## config.mk

```make
export PLATFORM = sky130hd
export DESIGN_NAME = ddc_capture_ctrl_flat
export DESIGN_NICKNAME = d
export VERILOG_FILES = /design/src/rtl/ddc_capture_ctrl_if.sv /design/src/rtl/ddc_capture_ctrl.sv /design/src/flat_wrapper.sv
export SDC_FILE = /design/constraint.sdc
export NUM_CORES = 1
export LEC_CHECK = 0
export BUFFER_PORTS_ARGS = -buffer_cell sky130_fd_sc_hd__buf_2
export CAP_MARGIN = 5
export CORE_MARGIN = 4
export CORE_UTILIZATION = 40
export CTS_CLUSTER_DIAMETER = 30
export DETAILED_ROUTE_END_ITERATION = 16
export MAX_ROUTING_LAYER = met4
export PLACE_DENSITY_LB_ADDON = 0.2
export SETUP_SLACK_MARGIN = 0.1
export SLEW_MARGIN = 0
export SYNTH_ARGS = -nofsm -noshare
export SYNTH_HDL_FRONTEND = slang
export SYNTH_SLANG_ARGS = --single-unit
```

## constraint.sdc

```tcl
create_clock -name clk -period 4.3 [get_ports clk]
set_input_delay 0.43 -clock clk [delete_from_list [all_inputs] [get_ports clk]]
set_output_delay 0.43 -clock clk [all_outputs]
set_load 0.05 [all_outputs]
```

## src/rtl/ddc_capture_ctrl_if.sv

```systemverilog
// Avalon-MM slave port bundle for the DDC capture controller.
// Carries the register bus signals and the level interrupt.
interface ddc_capture_ctrl_if;
  logic [2:0]  address;
  logic        chipselect;
  logic        write_n;
  logic        read;
  logic [31:0] writedata;
  logic [31:0] readdata;
  logic        irq;

  modport master (
    output address, chipselect, write_n, read, writedata,
    input  readdata, irq
  );

  modport slave (
    input  address, chipselect, write_n, read, writedata,
    output readdata, irq
  );
endinterface

```

## src/rtl/ddc_capture_ctrl.sv

```systemverilog
// Triggered DDC sample capture: arms on a CPU write, fires on a rising threshold crossing,
// stores POST samples and drains them over Avalon-MM. Optional timestamp: DDC_CAPTURE_TSTAMP_EN.
module ddc_capture_ctrl #(
  parameter int DEPTH  = 64,
  parameter int DATA_W = 14
) (
  input  logic                clk,
  input  logic                reset,
  ddc_capture_ctrl_if.slave   bus,
  input  logic [DATA_W-1:0]   in_port
);

  localparam int AW = $clog2(DEPTH);
  localparam int LW = AW + 1;

  typedef enum logic [1:0] {
    S_IDLE    = 2'd0,
    S_ARMED   = 2'd1,
    S_CAPTURE = 2'd2,
    S_DONE    = 2'd3
  } state_t;

  state_t            state, state_nxt;
  logic [DATA_W-1:0] d1, d2, thresh;
  logic [10:0]       post;
  logic              irq_mask, done_flag;
  logic [LW-1:0]     level, n_tgt, n_live;
  logic [AW-1:0]     wr_ptr, rd_ptr;
  logic [DATA_W-1:0] mem [DEPTH];
  logic [31:0]       tstamp, rd_mux, readdata_q;

  logic wr_en, rd_en, ctrl_wr, do_abort, arm_req, do_clear;
  logic trigger, trig_fire, pop, buf_we, flush, set_done;
  logic unused_bits;

  assign wr_en    = bus.chipselect & ~bus.write_n;
  assign rd_en    = bus.chipselect & bus.read;
  assign ctrl_wr  = wr_en && (bus.address == 3'd0);
  assign do_abort = ctrl_wr & bus.writedata[1];
  assign arm_req  = ctrl_wr & bus.writedata[0] & ~bus.writedata[1];
  assign do_clear = ctrl_wr & bus.writedata[2];
  assign unused_bits = ^bus.writedata;

  // Rising crossing only: a level held above threshold never fires.
  assign trigger   = (d1 >= thresh) && (d2 < thresh);
  assign trig_fire = (state == S_ARMED) && trigger && !do_abort;
  assign n_live    = ((post == 11'd0) || (post > 11'(DEPTH))) ? LW'(DEPTH) : LW'(post);
  assign pop       = rd_en && (bus.address == 3'd3) && (state == S_DONE) && (level != '0);

  always_ff @(posedge clk or posedge reset) begin
    if (reset) state <= S_IDLE;
    else       state <= state_nxt;
  end

  // NOTE: every comb output gets a default first so no path leaves it unassigned (no latch).
  always_comb begin
    state_nxt = state;
    if (do_abort) begin
      state_nxt = S_IDLE;
    end else begin
      case (state)
        S_IDLE:    if (arm_req) state_nxt = S_ARMED;
        S_ARMED:   if (trigger) state_nxt = (n_live == LW'(1)) ? S_DONE : S_CAPTURE;
        S_CAPTURE: if (level + LW'(1) == n_tgt) state_nxt = S_DONE;
        S_DONE:    if (arm_req) state_nxt = S_ARMED;
        default:   state_nxt = S_IDLE;
      endcase
    end
  end

  always_comb begin
    flush    = do_abort || (arm_req && ((state == S_IDLE) || (state == S_DONE)));
    buf_we   = trig_fire || ((state == S_CAPTURE) && !do_abort);
    set_done = (state != S_DONE) && (state_nxt == S_DONE);
  end

  always_comb begin
    rd_mux = '0;
    case (bus.address)
      3'd0:    rd_mux = {29'd0, done_flag, state};
      3'd1:    rd_mux = 32'(thresh);
      3'd2:    rd_mux = 32'(post);
      3'd3:    rd_mux = pop ? 32'(mem[rd_ptr]) : 32'd0;
      3'd4:    rd_mux = {31'd0, irq_mask};
      3'd5:    rd_mux = 32'(level);
      3'd6:    rd_mux = tstamp;
      default: rd_mux = '0;
    endcase
  end

  // NOTE: sample storage has no reset; occupancy is tracked by the pointers and level alone.
  always_ff @(posedge clk) begin
    if (buf_we) mem[wr_ptr] <= d1;
  end

  always_ff @(posedge clk or posedge reset) begin
    if (reset) begin
      d1         <= '0;
      d2         <= '0;
      thresh     <= '0;
      post       <= '0;
      irq_mask   <= 1'b0;
      done_flag  <= 1'b0;
      n_tgt      <= '0;
      level      <= '0;
      wr_ptr     <= '0;
      rd_ptr     <= '0;
      readdata_q <= '0;
    end else begin
      d1 <= in_port;
      d2 <= d1;
      if (wr_en) begin
        case (bus.address)
          3'd1:    thresh   <= bus.writedata[DATA_W-1:0];
          3'd2:    post     <= bus.writedata[10:0];
          3'd4:    irq_mask <= bus.writedata[0];
          default: ;
        endcase
      end
      // Sample count is frozen at the trigger so mid-capture POST writes wait for the next arm.
      if (trig_fire) n_tgt <= n_live;
      if (flush) begin
        level  <= '0;
        wr_ptr <= '0;
        rd_ptr <= '0;
      end else if (buf_we) begin
        level  <= level + LW'(1);
        wr_ptr <= wr_ptr + AW'(1);
      end else if (pop) begin
        level  <= level - LW'(1);
        rd_ptr <= rd_ptr + AW'(1);
      end
      if (flush || do_clear) done_flag <= 1'b0;
      if (set_done)          done_flag <= 1'b1;
      if (rd_en)             readdata_q <= rd_mux;
    end
  end

`ifdef DDC_CAPTURE_TSTAMP_EN
  logic [31:0] ts_cnt;

  always_ff @(posedge clk or posedge reset) begin
    if (reset) begin
      ts_cnt <= '0;
      tstamp <= '0;
    end else begin
      ts_cnt <= ts_cnt + 32'd1;
      if (trig_fire) tstamp <= ts_cnt;
    end
  end
`else
  assign tstamp = '0;
`endif

  assign bus.readdata = readdata_q;
  assign bus.irq      = done_flag & irq_mask;

endmodule

```

## src/flat_wrapper.sv

```systemverilog
// flat-port wrapper written by rule: the top's interface ports become plain ports
module ddc_capture_ctrl_flat 
#(
  parameter int DEPTH  = 64,
  parameter int DATA_W = 14
)
  (clk, reset, in_port, bus_address, bus_chipselect, bus_write_n, bus_read, bus_writedata, bus_readdata, bus_irq);
  ddc_capture_ctrl_if bus_i ();
  input  logic clk;
  input  logic reset;
  input  logic [DATA_W-1:0] in_port;
  input wire logic [$bits(bus_i.address)-1:0] bus_address;
  input wire logic [$bits(bus_i.chipselect)-1:0] bus_chipselect;
  input wire logic [$bits(bus_i.write_n)-1:0] bus_write_n;
  input wire logic [$bits(bus_i.read)-1:0] bus_read;
  input wire logic [$bits(bus_i.writedata)-1:0] bus_writedata;
  output wire logic [$bits(bus_i.readdata)-1:0] bus_readdata;
  output wire logic [$bits(bus_i.irq)-1:0] bus_irq;
  assign bus_i.address = bus_address;
  assign bus_i.chipselect = bus_chipselect;
  assign bus_i.write_n = bus_write_n;
  assign bus_i.read = bus_read;
  assign bus_i.writedata = bus_writedata;
  assign bus_readdata = bus_i.readdata;
  assign bus_irq = bus_i.irq;
  ddc_capture_ctrl #(.DEPTH(DEPTH), .DATA_W(DATA_W)) u_core (.clk(clk), .reset(reset), .bus(bus_i), .in_port(in_port));
endmodule
```

==> metrics.md, run 1 <==
| Metric | Value |
|---|---|
| Status | `complete, no violations` |
| Most frequent cell on the critical path | `a21oi_1` |
| Slowest CP cell | `or4_1` |
| Detailed Route Iter0 Violations | `~1600` |
| Worst Hold Class | `in -> reg` |
| # placed instances | `roughly 3200` |
| Slew margin rel. | `about 34%` |
| Buf/Inv on CP | `2` |
| Clock Sink Count | `roughly 990` |
| Synth Flop Type | `edfxtp_1` |
| Seq/Total Area, Yosys | `approximately three quarters` |
| Crit-path leading delay family | `compound AO/OA/AOI/OAI gates` |
| Mapped Area | `39400 µm²` |
| I/O Pins | `87` |
| Pin count of the biggest net entering global routing | `66` |
| Global-route wire length before repair | `approximately 140000 µm` |
| WP data required | `around 4.7 ns` |
| GP Congestion | `0.865` |
| Final Skew | `around 0.024 ns` |
| CORE AREA | `between 90000 and 100000 µm²` |
| Antenna violations before repair | `0` |
| Worst-margin pin slew | `just under 1 ns` |
| Synth area leaders | `edfxtp_1, mux4_2, dfrtp_1, ha_1, mux2i_1` |
| Period utilization | `between 80% and 90%` |
| Crit end category | `register` |
| Fin Setup TNS | `0 ns` |
| RSZ-0062 raised after global routing | `no` |
| Sequential Area | `slightly below 30000 µm²` |
| Sw frac | `between 20% and 30%` |
| Via density | `5.37` |
| Period minus WS final | `approximately 3.8 ns` |
| Vias in the first global route | `20028` |
| YS warnings | `0` |
| Post-synth top area cell | `edfxtp_1` |
| WP depth | `11` |
| Row count | `roughly 110` |
| Layout Cells excl Fill | `approximately 3600` |
| Routed Antenna Nets | `0` |
| Synthesized flop and latch total | `~1000` |
| Multi-input logic area | `about 9400 µm²` |
| Crit path max fanout | `14` |
| Top-area cell type share of the netlist area | `approximately two thirds` |
| Area of the die | `between 100000 and 150000 µm²` |
| Number of hold violations in the final report | `0` |
| Power per cell area | `just under 600 nW/µm²` |
| Pleak | `between 15 and 20 nW` |
| Gate Count Post-Synth | `between 1500 and 2000` |
| Worst-case clock buffer depth | `3` |
| CP Launch Type | `register` |
| Met2 WL | `~42000 µm` |
| Proportion of layout cells with a drive suffix above 1 | `between 30% and 40%` |
| Htree depth | `4` |
| Met3 routed WL | `around 5300 µm` |
| Max-Cap Viols | `0` |
| Met1 WL | `between 40000 and 50000 µm` |
| WL/cell | `around 25 µm` |
| GRT Util Overall | `18.3%` |
| Final nets | `around 2200` |
| Area growth, synth to finish | `22.4%` |
| Worst-path clk slew | `about 0.05 ns` |
| Sw power | `6.72 mW` |
| CP Class | `reg -> reg` |
| IO Port Bufs | `50` |
| Slowest stage delay, CP | `around 0.58 ns` |
| Ys async rst share | `just under 10%` |
| Pins over their slew limit | `0` |
| Final wirelength | `around 90000 µm` |
| Min Hold Slack | `0.176 ns` |
| Sequential power share | `between 40% and 50%` |
| R2R depth | `11` |
| Avg Inst Size Synth | `21.0 µm²` |
| Detail Placement HPWL | `55500 µm` |
| Global route overflow | `0` |
| Worst-Skew Late Latency | `0.75 ns` |
| Power Internal | `~22 mW` |
| Routed via count | `between 15000 and 20000` |
| CTS tree | `built` |
| Die height | `322 µm` |
| Final Setup Violations | `0` |
| WP data arrival | `roughly 4.3 ns` |
| Min-Delay Path Depth | `4` |
| Top sig layer | `met4` |
| Fmax | `between 200 and 300 MHz` |
| Most common cell in the netlist | `edfxtp_1` |
| Netlist cell types | `between 50 and 60` |
| # fillers | `between 7000 and 8000` |
| CP cell instances | `inv_1, ha_1, nand4_1, o21bai_1, a21oi_1, o311ai_1, a211oi_4, a21oi_1, or4_1, nor2_1, buf_4` |
| Initial Utilization | `around two fifths` |
| Post-CTS Setup Bufs | `0` |
| Drt pass-1 iters | `8` |
| EDFF count, synth | `about 900` |
| Inserted Clock Buffers | `about 180` |
| # DRC | `0` |
| Comb pwr share | `a little under a tenth` |
| Top cells by count, synth | `edfxtp_1, mux4_2, dfrtp_1` |
| Clock power share | `roughly half` |
| CTS Root Cell | `clkbuf_16` |
| IR drop worst, VDD | `roughly 380 µV` |
| Die width | `322 µm` |
## area by class of cell
class                   count  area share, %
multi-input cells         753           19.6
repair buffers            193           3.08
diodes                      1        0.00519
inverters                  31          0.247
clock buffers             201           9.61
flip-flops and latches    993           60.9
clock inverters           128           3.30
well taps                1276           3.31
## cell families after synthesis
| group | Yosys count | share of synthesized area (%) |
|---|---|---|
| other | 1 | 0.00952 |
| buffers and inverters | 143 | 1.75 |
| and+or+nand+nor | 219 | 2.59 |
| muxes | 343 | 17.7 |
| AOI/OAI and AO/OA | 126 | 2.09 |
| DFF | 993 | 74.5 |
| adders and majority gates | 36 | 1.14 |
| xor gates and xnor gates | 11 | 0.245 |
## stage by stage
stage	instance area, µm²	utilization (%)	total power, mW	setup WS (ns)
6_report	48200	49.6	28.2	0.465
5_1_grt	48200	49.6	29.3	0.192
3_5_place_dp	41700	42.9	14.2	0.432
4_1_cts	48200	49.6	28.6	0.380
3_3_place_gp	41700	42.9	14.1	0.416
2_1_floorplan	39400	-	13.3	0.353
## timing repair
item | CTS | global route
hold buffers | 29 | 0
endpoints found under the setup margin | 0 | 26
resized for setup | 0 | 1
hold endpoints to repair | 105 | 0
## cells in the final DEF, fill, tap and decap left out, types with 8 or more instances in the layout
cell type and count:
buf_2 50, a22oi_1 12, clkbuf_16 181, inv_6 10
clkinv_1 19, and2_1 8, dfrtp_1 79, nand3_1 18
dfrtp_2 15, ha_1 36, dlygate4sd3_1 29, nand2_1 51
a21oi_1 44, clkbuf_1 17, mux2i_1 36, clkinvlp_4 26
mux4_2 280, inv_1 28, o21ai_0 23, nand4_1 9
clkinv_4 17, clkinv_2 21, bufinv_16 26, mux2_2 27
nor2_1 88, buf_4 107, nand2b_1 8, conb_1 18
edfxtp_1 896, xnor2_1 9
## tightest hold or removal path: cells and delay by family
kind	cells	cell delay (ns)
AO/OA/AOI/OAI	3	0.31
buffers and inverters	1	0.14
## metal layers
layer | vias to the layer above | global-route usage (%)
li1 | 8333 | -
met1 | 10161 | 25.9
met2 | 552 | 27.3
met3 | 141 | 3.75
met4 | 0 | 4.93
met5 | - | -
## power by group through the flow
| stage | Combinational [mW] | Sequential, mW | Clock, mW |
|---|---|---|---|
| floorplan | 1.68 | 11.6 | 0 |
| global placement | 2.52 | 11.6 | 0 |
| detailed placement | 2.56 | 11.7 | 0 |
| CTS | 2.60 | 11.5 | 14.5 |
| global route | 2.79 | 11.5 | 15.0 |
| finish | 2.56 | 11.5 | 14.2 |
## registers in the layout (all words and copies together) (netlist names), 7 cells and up
signal               count
u_core.n_tgt             7
u_core.mem             896
u_core.post             11
u_core.d2               14
u_core.thresh           14
u_core.d1               14
u_core.bus.readdata     14
u_core.level             7
## worst paths after layout
check                           slack [ns]              from                 endpoint
max in group asynchronous             2.83             reset         u_core.rd_ptr[1]
worst min register to register        0.51  u_core.thresh[9]         u_core.thresh[9]
worst max register to register        0.47  u_core.thresh[5]        u_core.mem[16][1]
min in group asynchronous             0.43             reset             u_core.d1[0]
worst max-delay path                  0.47  u_core.thresh[5]        u_core.mem[16][1]
worst min-delay path                  0.18          bus_read  u_core.bus.readdata[12]
(Power assumes the default switching activity.)
==> run 2: changes to the inputs <==
CORE_UTILIZATION = 50   (was 40)
==> run 2 against run 1 <==
Compared with the run above: clock-buffer cell count fell by 23; final cell count fell by 7.6%; clock power fell by 7%; hold slack improved by 0.020 ns; first-iteration DRC count rose by 7.5%; via count rose by 0.34%; maximum frequency fell by 0.29%; core utilization rose by 11 points.
==> metrics.md, run 2 (same netlist as run 1, synthesis figures left out) <==
| Metric | Value |
|---|---|
| Inserted Clock Buffers | `164 (-8.4%)` |
| Die width | `289 µm (-10%)` |
| Die height | `289 µm (-10%)` |
| Pins over their slew limit | `0 (unchanged)` |
| CORE AREA | `77700 µm² (-20%)` |
| Proportion of layout cells with a drive suffix above 1 | `33.6% (-0.85 points)` |
| Slew margin rel. | `37.3% (+3.2 points)` |
| GP Congestion | `0.884 (+2.1%)` |
| Row count | `102 (-11%)` |
| I/O Pins | `87 (unchanged)` |
| Max FFs per register | `896 (unchanged)` |
| Global route overflow | `0 (unchanged)` |
| Pin count of the biggest net entering global routing | `116 (+76%)` |
| Via density | `5.83 (+8.6%)` |
| Final Skew | `0.0295 ns (+0.00577 ns)` |
| Clock Sink Count | `993 (unchanged)` |
| Final Setup Violations | `0 (unchanged)` |
| Slowest CP cell | `or4_1` |
| Worst-Skew Late Latency | `0.72 ns (-0.03 ns)` |
| Detail Placement HPWL | `52400 µm (-5.7%)` |
| Largest Register | `u_core.mem` |
| IR drop worst, VDD | `360 µV (-4.1%)` |
| Routed via count | `19253 (+0.34%)` |
| Antenna Diode Count | `0 (-1)` |
| Initial Utilization | `50.7% (+10 points)` |
| # DRC | `0 (unchanged)` |
| WL/cell | `25.9 µm (+2.8%)` |
| Worst-case clock buffer depth | `3 (unchanged)` |
| CP cell instances | `inv_1, ha_1, a21oi_1, nor2_1, a211oi_1, o311ai_1, a211oi_4, a21oi_1, or4_1, nor2_1, buf_4` |
| Htree depth | `4 (unchanged)` |
| Most common cell after layout, fill and taps aside | `edfxtp_1` |
| Crit path max fanout | `14 (unchanged)` |
| Sequential Area | `29400 µm² (unchanged)` |
| CTS Root Cell | `clkbuf_16` |
| WP data arrival | `4.24 ns (about the same)` |
| Worst-margin pin slew | `0.940 ns (-0.0475 ns)` |
| Pleak | `15.7 nW (-1.7%)` |
| Power per cell area | `575 nW/µm² (-1.8%)` |
| R2r startpoint | `u_core.thresh[11]` |
| Vias in the first global route | `19867 (-0.80%)` |
| Critical R2R Capture | `u_core.mem[16][13]` |
| Fin Setup TNS | `0 ns (unchanged)` |
| Final nets | `2218 (-1.0%)` |
| Final wirelength | `85500 µm (-5.0%)` |
| Period minus WS final | `3.85 ns (+0.0113 ns)` |
| Antenna violations before repair | `0 (unchanged)` |
| Worst setup path startpoint | `u_core.thresh[11]` |
| Fmax | `260 MHz (-0.29%)` |
| Commonest non-fill, non-tap cells in the layout | `edfxtp_1, mux4_2, clkbuf_16` |
| Flop2flop setup slack | `0.45 ns (about the same)` |
| Status | `complete, no violations` |
| CTS tree | `built` |
| Critical path destination | `u_core.mem[16][13]` |
| Worst Hold Class | `in -> reg` |
| CP Launch Type | `register` |
| Post-layout util | `60.9% (+11 points)` |
| Drt pass-1 iters | `5 (-3)` |
| Crit end category | `register` |
| Global-route wire length before repair | `129000 µm (-4.2%)` |
| RSZ-0062 raised after global routing | `no` |
| Worst-path clk slew | `0.05 ns (about the same)` |
| IO Port Bufs | `50 (unchanged)` |
| Period utilization | `89.4% (+0.26 points)` |
| Routed Antenna Nets | `0 (unchanged)` |
| CP Class | `reg -> reg` |
| Multi-input logic area | `9430 µm² (about the same)` |
| GRT Util Overall | `21.7% (+3.5 points)` |
| # fillers | `5360 (-31%)` |
| Detailed Route Iter0 Violations | `1771 (+7.5%)` |
| Post-CTS Resized | `0 (unchanged)` |
| Max-Cap Viols | `0 (unchanged)` |
| Number of hold violations in the final report | `0 (unchanged)` |
| Power, Total | `27.2 mW (-3.7%)` |
| WP data required | `4.70 ns (about the same)` |
| R2R depth | `11 (unchanged)` |
| Area growth, synth to finish | `20.1%` |
| Slowest stage delay, CP | `0.81 ns (+0.23 ns)` |
| Area of the die | `83300 µm² (-20%)` |
run 2: critical path, delay by kind of cell, from the launching register on:
kind / cells / cell delay [ns]
buf+inv: 2 / 0.36
fa+ha+maj: 1 / 0.31
simple gates: 3 / 1.11
flops: 1 / 0.37
compound gates: 5 / 1.35
run 2: how the worst min path moves through the flow:
| stage | cells past startpoint | endpoint | startpoint |
|---|---|---|---|
| final | 4 | u_core.bus.readdata[12] | bus_read |
| after global routing | 3 | u_core.bus.readdata[0] | bus_address[1] |
| after CTS | 4 | u_core.bus.readdata[12] | bus_read |
| after detailed placement | 1 | u_core.thresh[7] | u_core.thresh[7] |
| after global placement | 2 | u_core.n_tgt[0] | u_core.n_tgt[0] |
| after floorplan | 0 | u_core.d1[0] | in_port[0] |
run 2: layout make-up:
cell class	count	area share, %
inverter	31	0.251
tap	1040	2.75
clock inverter	125	3.15
multi-input combinational	753	19.9
timing repair buffer	185	2.98
sequential	993	62.1
clock buffer	178	8.88
run 2: through the flow:
stage | cell area, µm² | hold slack [ns] | instances | worst slack [ns]
floorplan | 39400 | 0.461 | 1889 | 0.353
global placement | 41300 | 0.487 | 2972 | 0.512
detailed placement | 41300 | 0.499 | 2972 | 0.510
CTS | 47300 | 0.148 | 3304 | 0.486
global route | 47300 | 0.186 | 3305 | 0.305
finish | 47300 | 0.196 | 3305 | 0.454
run 2: timing repair:
item,CTS,global route
hold buffers,29,0
setup buffers,0,0
hold endpoints to repair,110,0
run 2: routing by layer:
metal | GRT usage [%] | routed length [µm] | share of wire (%)
met5 | - | 0 | 0
met4 | 7.18 | 2390 | 2.8
met3 | 5.52 | 6160 | 7.2
met2 | 31.4 | 39400 | 46
met1 | 30.8 | 37500 | 44
run 2: power breakdown:
part | internal (mW) | switching [mW] | leakage [nW]
logic | 1.01 | 1.52 | 3.77
clock network | 8.50 | 4.67 | 2.74
registers | 11.1 | 0.362 | 9.23
total | 20.6 | 6.56 | 15.7
==> run 3: changes to the inputs <==
CORE_UTILIZATION = 45   (was 50)
==> run 3 against run 2 <==
Compared with the run above: via count is 1.0% higher; core utilization is 5.5 points lower; largest cell class unchanged; hold slack better by 0.0045 ns; maximum frequency is 2.3% lower; sequential share of layout area is 0.89 points lower; flip-flop and latch count stayed put; global-route usage is 1.6 points lower.
==> metrics.md, run 3 (same netlist as run 1, synthesis figures left out) <==
| Metric | Value |
|---|---|
| Worst-path clk slew | `0.05 ns (about the same)` |
| Initial Utilization | `45.4% (-5.3 points)` |
| WP data required | `4.72 ns (+0.02 ns)` |
| R2r startpoint | `u_core.thresh[11]` |
| Pleak | `16.0 nW (+1.7%)` |
| # placed instances | `3098 (+4.2%)` |
| Proportion of layout cells with a drive suffix above 1 | `34.8% (+1.2 points)` |
| Detailed Route Iter0 Violations | `1848 (+4.3%)` |
| Antenna violations before repair | `0 (unchanged)` |
| CP Launch Type | `register` |
| Detail Placement HPWL | `54800 µm (+4.6%)` |
| Min-Delay Path Depth | `3 (-1)` |
| Fin Setup TNS | `0 ns (unchanged)` |
| Most common cell after layout, fill and taps aside | `edfxtp_1` |
| Flop2flop setup slack | `0.36 ns (-0.09 ns)` |
| Routed Antenna Nets | `0 (unchanged)` |
| Crit path max fanout | `14 (unchanged)` |
| # fillers | `6503 (+21%)` |
| Min Hold Slack | `0.200 ns (+0.00449 ns)` |
| Die height | `304 µm (+5.3%)` |
| Slew margin rel. | `39.2% (+1.9 points)` |
| CTS Root Cell | `clkbuf_16` |
| Pin count of the biggest net entering global routing | `68 (-41%)` |
| Die width | `304 µm (+5.3%)` |
| Hold EP | `u_core.bus.readdata[0]` |
| WP data arrival | `4.36 ns (+0.12 ns)` |
| Period minus WS final | `3.94 ns (+0.0899 ns)` |
| Power per cell area | `587 nW/µm² (+2.1%)` |
| Critical R2R Capture | `u_core.mem[16][1]` |
| Pins over their slew limit | `0 (unchanged)` |
| Max-Cap Viols | `0 (unchanged)` |
| Htree depth | `4 (unchanged)` |
| Worst-Skew Late Latency | `0.73 ns (about the same)` |
| I/O Pins | `87 (unchanged)` |
| Crit end category | `register` |
| CP Class | `reg -> reg` |
| Hold wc startpoint | `bus_address[1]` |
| Status | `complete, no violations` |
| Inserted Clock Buffers | `169 (+3.0%)` |
| # DRC | `0 (unchanged)` |
| Row count | `108 (+5.9%)` |
| GRT Util Overall | `20.2% (-1.6 points)` |
| Number of hold violations in the final report | `0 (unchanged)` |
| Global-route wire length before repair | `134000 µm (+3.9%)` |
| Commonest non-fill, non-tap cells in the layout | `edfxtp_1, mux4_2, clkbuf_16` |
| Clock Sink Count | `993 (unchanged)` |
| Worst Hold Class | `in -> reg` |
| Post-layout util | `55.3% (-5.5 points)` |
| Period utilization | `91.5% (+2.1 points)` |
| IR drop worst, VDD | `429 µV (+19%)` |
| Fmax | `254 MHz (-2.3%)` |
| Area of the die | `92300 µm² (+11%)` |
| Drt pass-1 iters | `5 (unchanged)` |
| Area growth, synth to finish | `21.9%` |
| Routed via count | `19448 (+1.0%)` |
| Largest Register | `u_core.mem` |
| CTS tree | `built` |
| Final nets | `2233 (+0.68%)` |
| RSZ-0062 raised after global routing | `no` |
| Vias in the first global route | `20095 (+1.1%)` |
| Final Skew | `0.0211 ns (-0.00839 ns)` |
| Cts hold-fix bufs | `29 (unchanged)` |
| Layout Cells excl Fill | `3445 (+4.2%)` |
| WL/cell | `25.9 µm (+0.11%)` |
| Max FFs per register | `896 (unchanged)` |
| Global route overflow | `0 (unchanged)` |
| Via density | `5.65 (-3.1%)` |
| Final Setup Violations | `0 (unchanged)` |
| Post-CTS Setup Bufs | `0 (unchanged)` |
| CORE AREA | `86800 µm² (+12%)` |
| IO Port Bufs | `50 (unchanged)` |
| R2R depth | `12 (+1)` |
| GP Congestion | `0.867 (-1.9%)` |
| Post-CTS Resized | `0 (unchanged)` |
| Worst-case clock buffer depth | `3 (unchanged)` |
| Final wirelength | `89200 µm (+4.3%)` |
| Worst-margin pin slew | `0.911 ns (-0.0289 ns)` |
## run 3: cell count changes in the layout (fill, tap and decap cells not counted), sizes merged
cell | previous run | this run
clkbuf | 178 | 180
diode | 0 | 1
bufinv | 22 | 32
inv | 56 | 61
clkinv | 63 | 61
buf | 156 | 166
clkinvlp | 15 | 14
## run 3: cell type report
| class | count | area [µm²] | area share, % |
|---|---|---|---|
| diodes | 1 | 2.50 | 0.00521 |
| clock buffers | 180 | 4310 | 8.98 |
| clock inverters | 137 | 1810 | 3.76 |
| inverters | 31 | 119 | 0.248 |
| multi-input cells | 753 | 9430 | 19.6 |
| flip-flops and latches | 993 | 29400 | 61.2 |
| well taps | 1155 | 1450 | 3.01 |
| repair buffers | 195 | 1520 | 3.17 |
## run 3: worst max-delay path by stage
| stage | startpoint | to | depth (start not counted) |
|---|---|---|---|
| after floorplan | u_core.d1[5] | u_core.mem[56][0] | 10 |
| after global placement | u_core.thresh[11] | u_core.mem[16][10] | 12 |
| final | u_core.thresh[11] | u_core.mem[16][1] | 12 |
| after CTS | u_core.thresh[11] | u_core.mem[44][7] | 11 |
| after detailed placement | u_core.thresh[11] | u_core.mem[44][12] | 11 |
| after global routing | u_core.thresh[11] | u_core.mem[44][13] | 11 |
## run 3: critical path, stage by stage, from the launching register on
cell	delay [ns]
dfrtp_1	0.36
inv_1	0.08
ha_1	0.31
a21oi_1	0.14
nor2_1	0.06
a211oi_1	0.29
o311ai_1	0.22
a211oi_4	0.52
a21oi_1	0.31
or4_1	0.52
buf_4	0.19
nor2_1	0.30
buf_4	0.32
## run 3: power breakdown
group          switching (mW)  total, mW  internal, mW
logic                    1.54       2.58          1.04
clock network            4.79       14.1          9.32
registers               0.357       11.5          11.1
## run 3: routing by layer
layer  wire [µm]  share of wire, %  track usage [%]  up-vias
li1            -                 -                -     8328
met1       39800                45             29.1    10328
met2       42000                47             29.9      675
met3        5530               6.2             3.72      117
met4        1870               2.1             5.71        0
met5           0                 0                -        -
## run 3: stage by stage
stage	cell area, µm²	total power, mW	worst slack, ns
floorplan	39400	13.3	0.353
global placement	41600	14.1	0.398
detailed placement	41600	14.2	0.397
CTS	48000	28.4	0.376
global route	48000	29.2	0.111
finish	48000	28.2	0.364
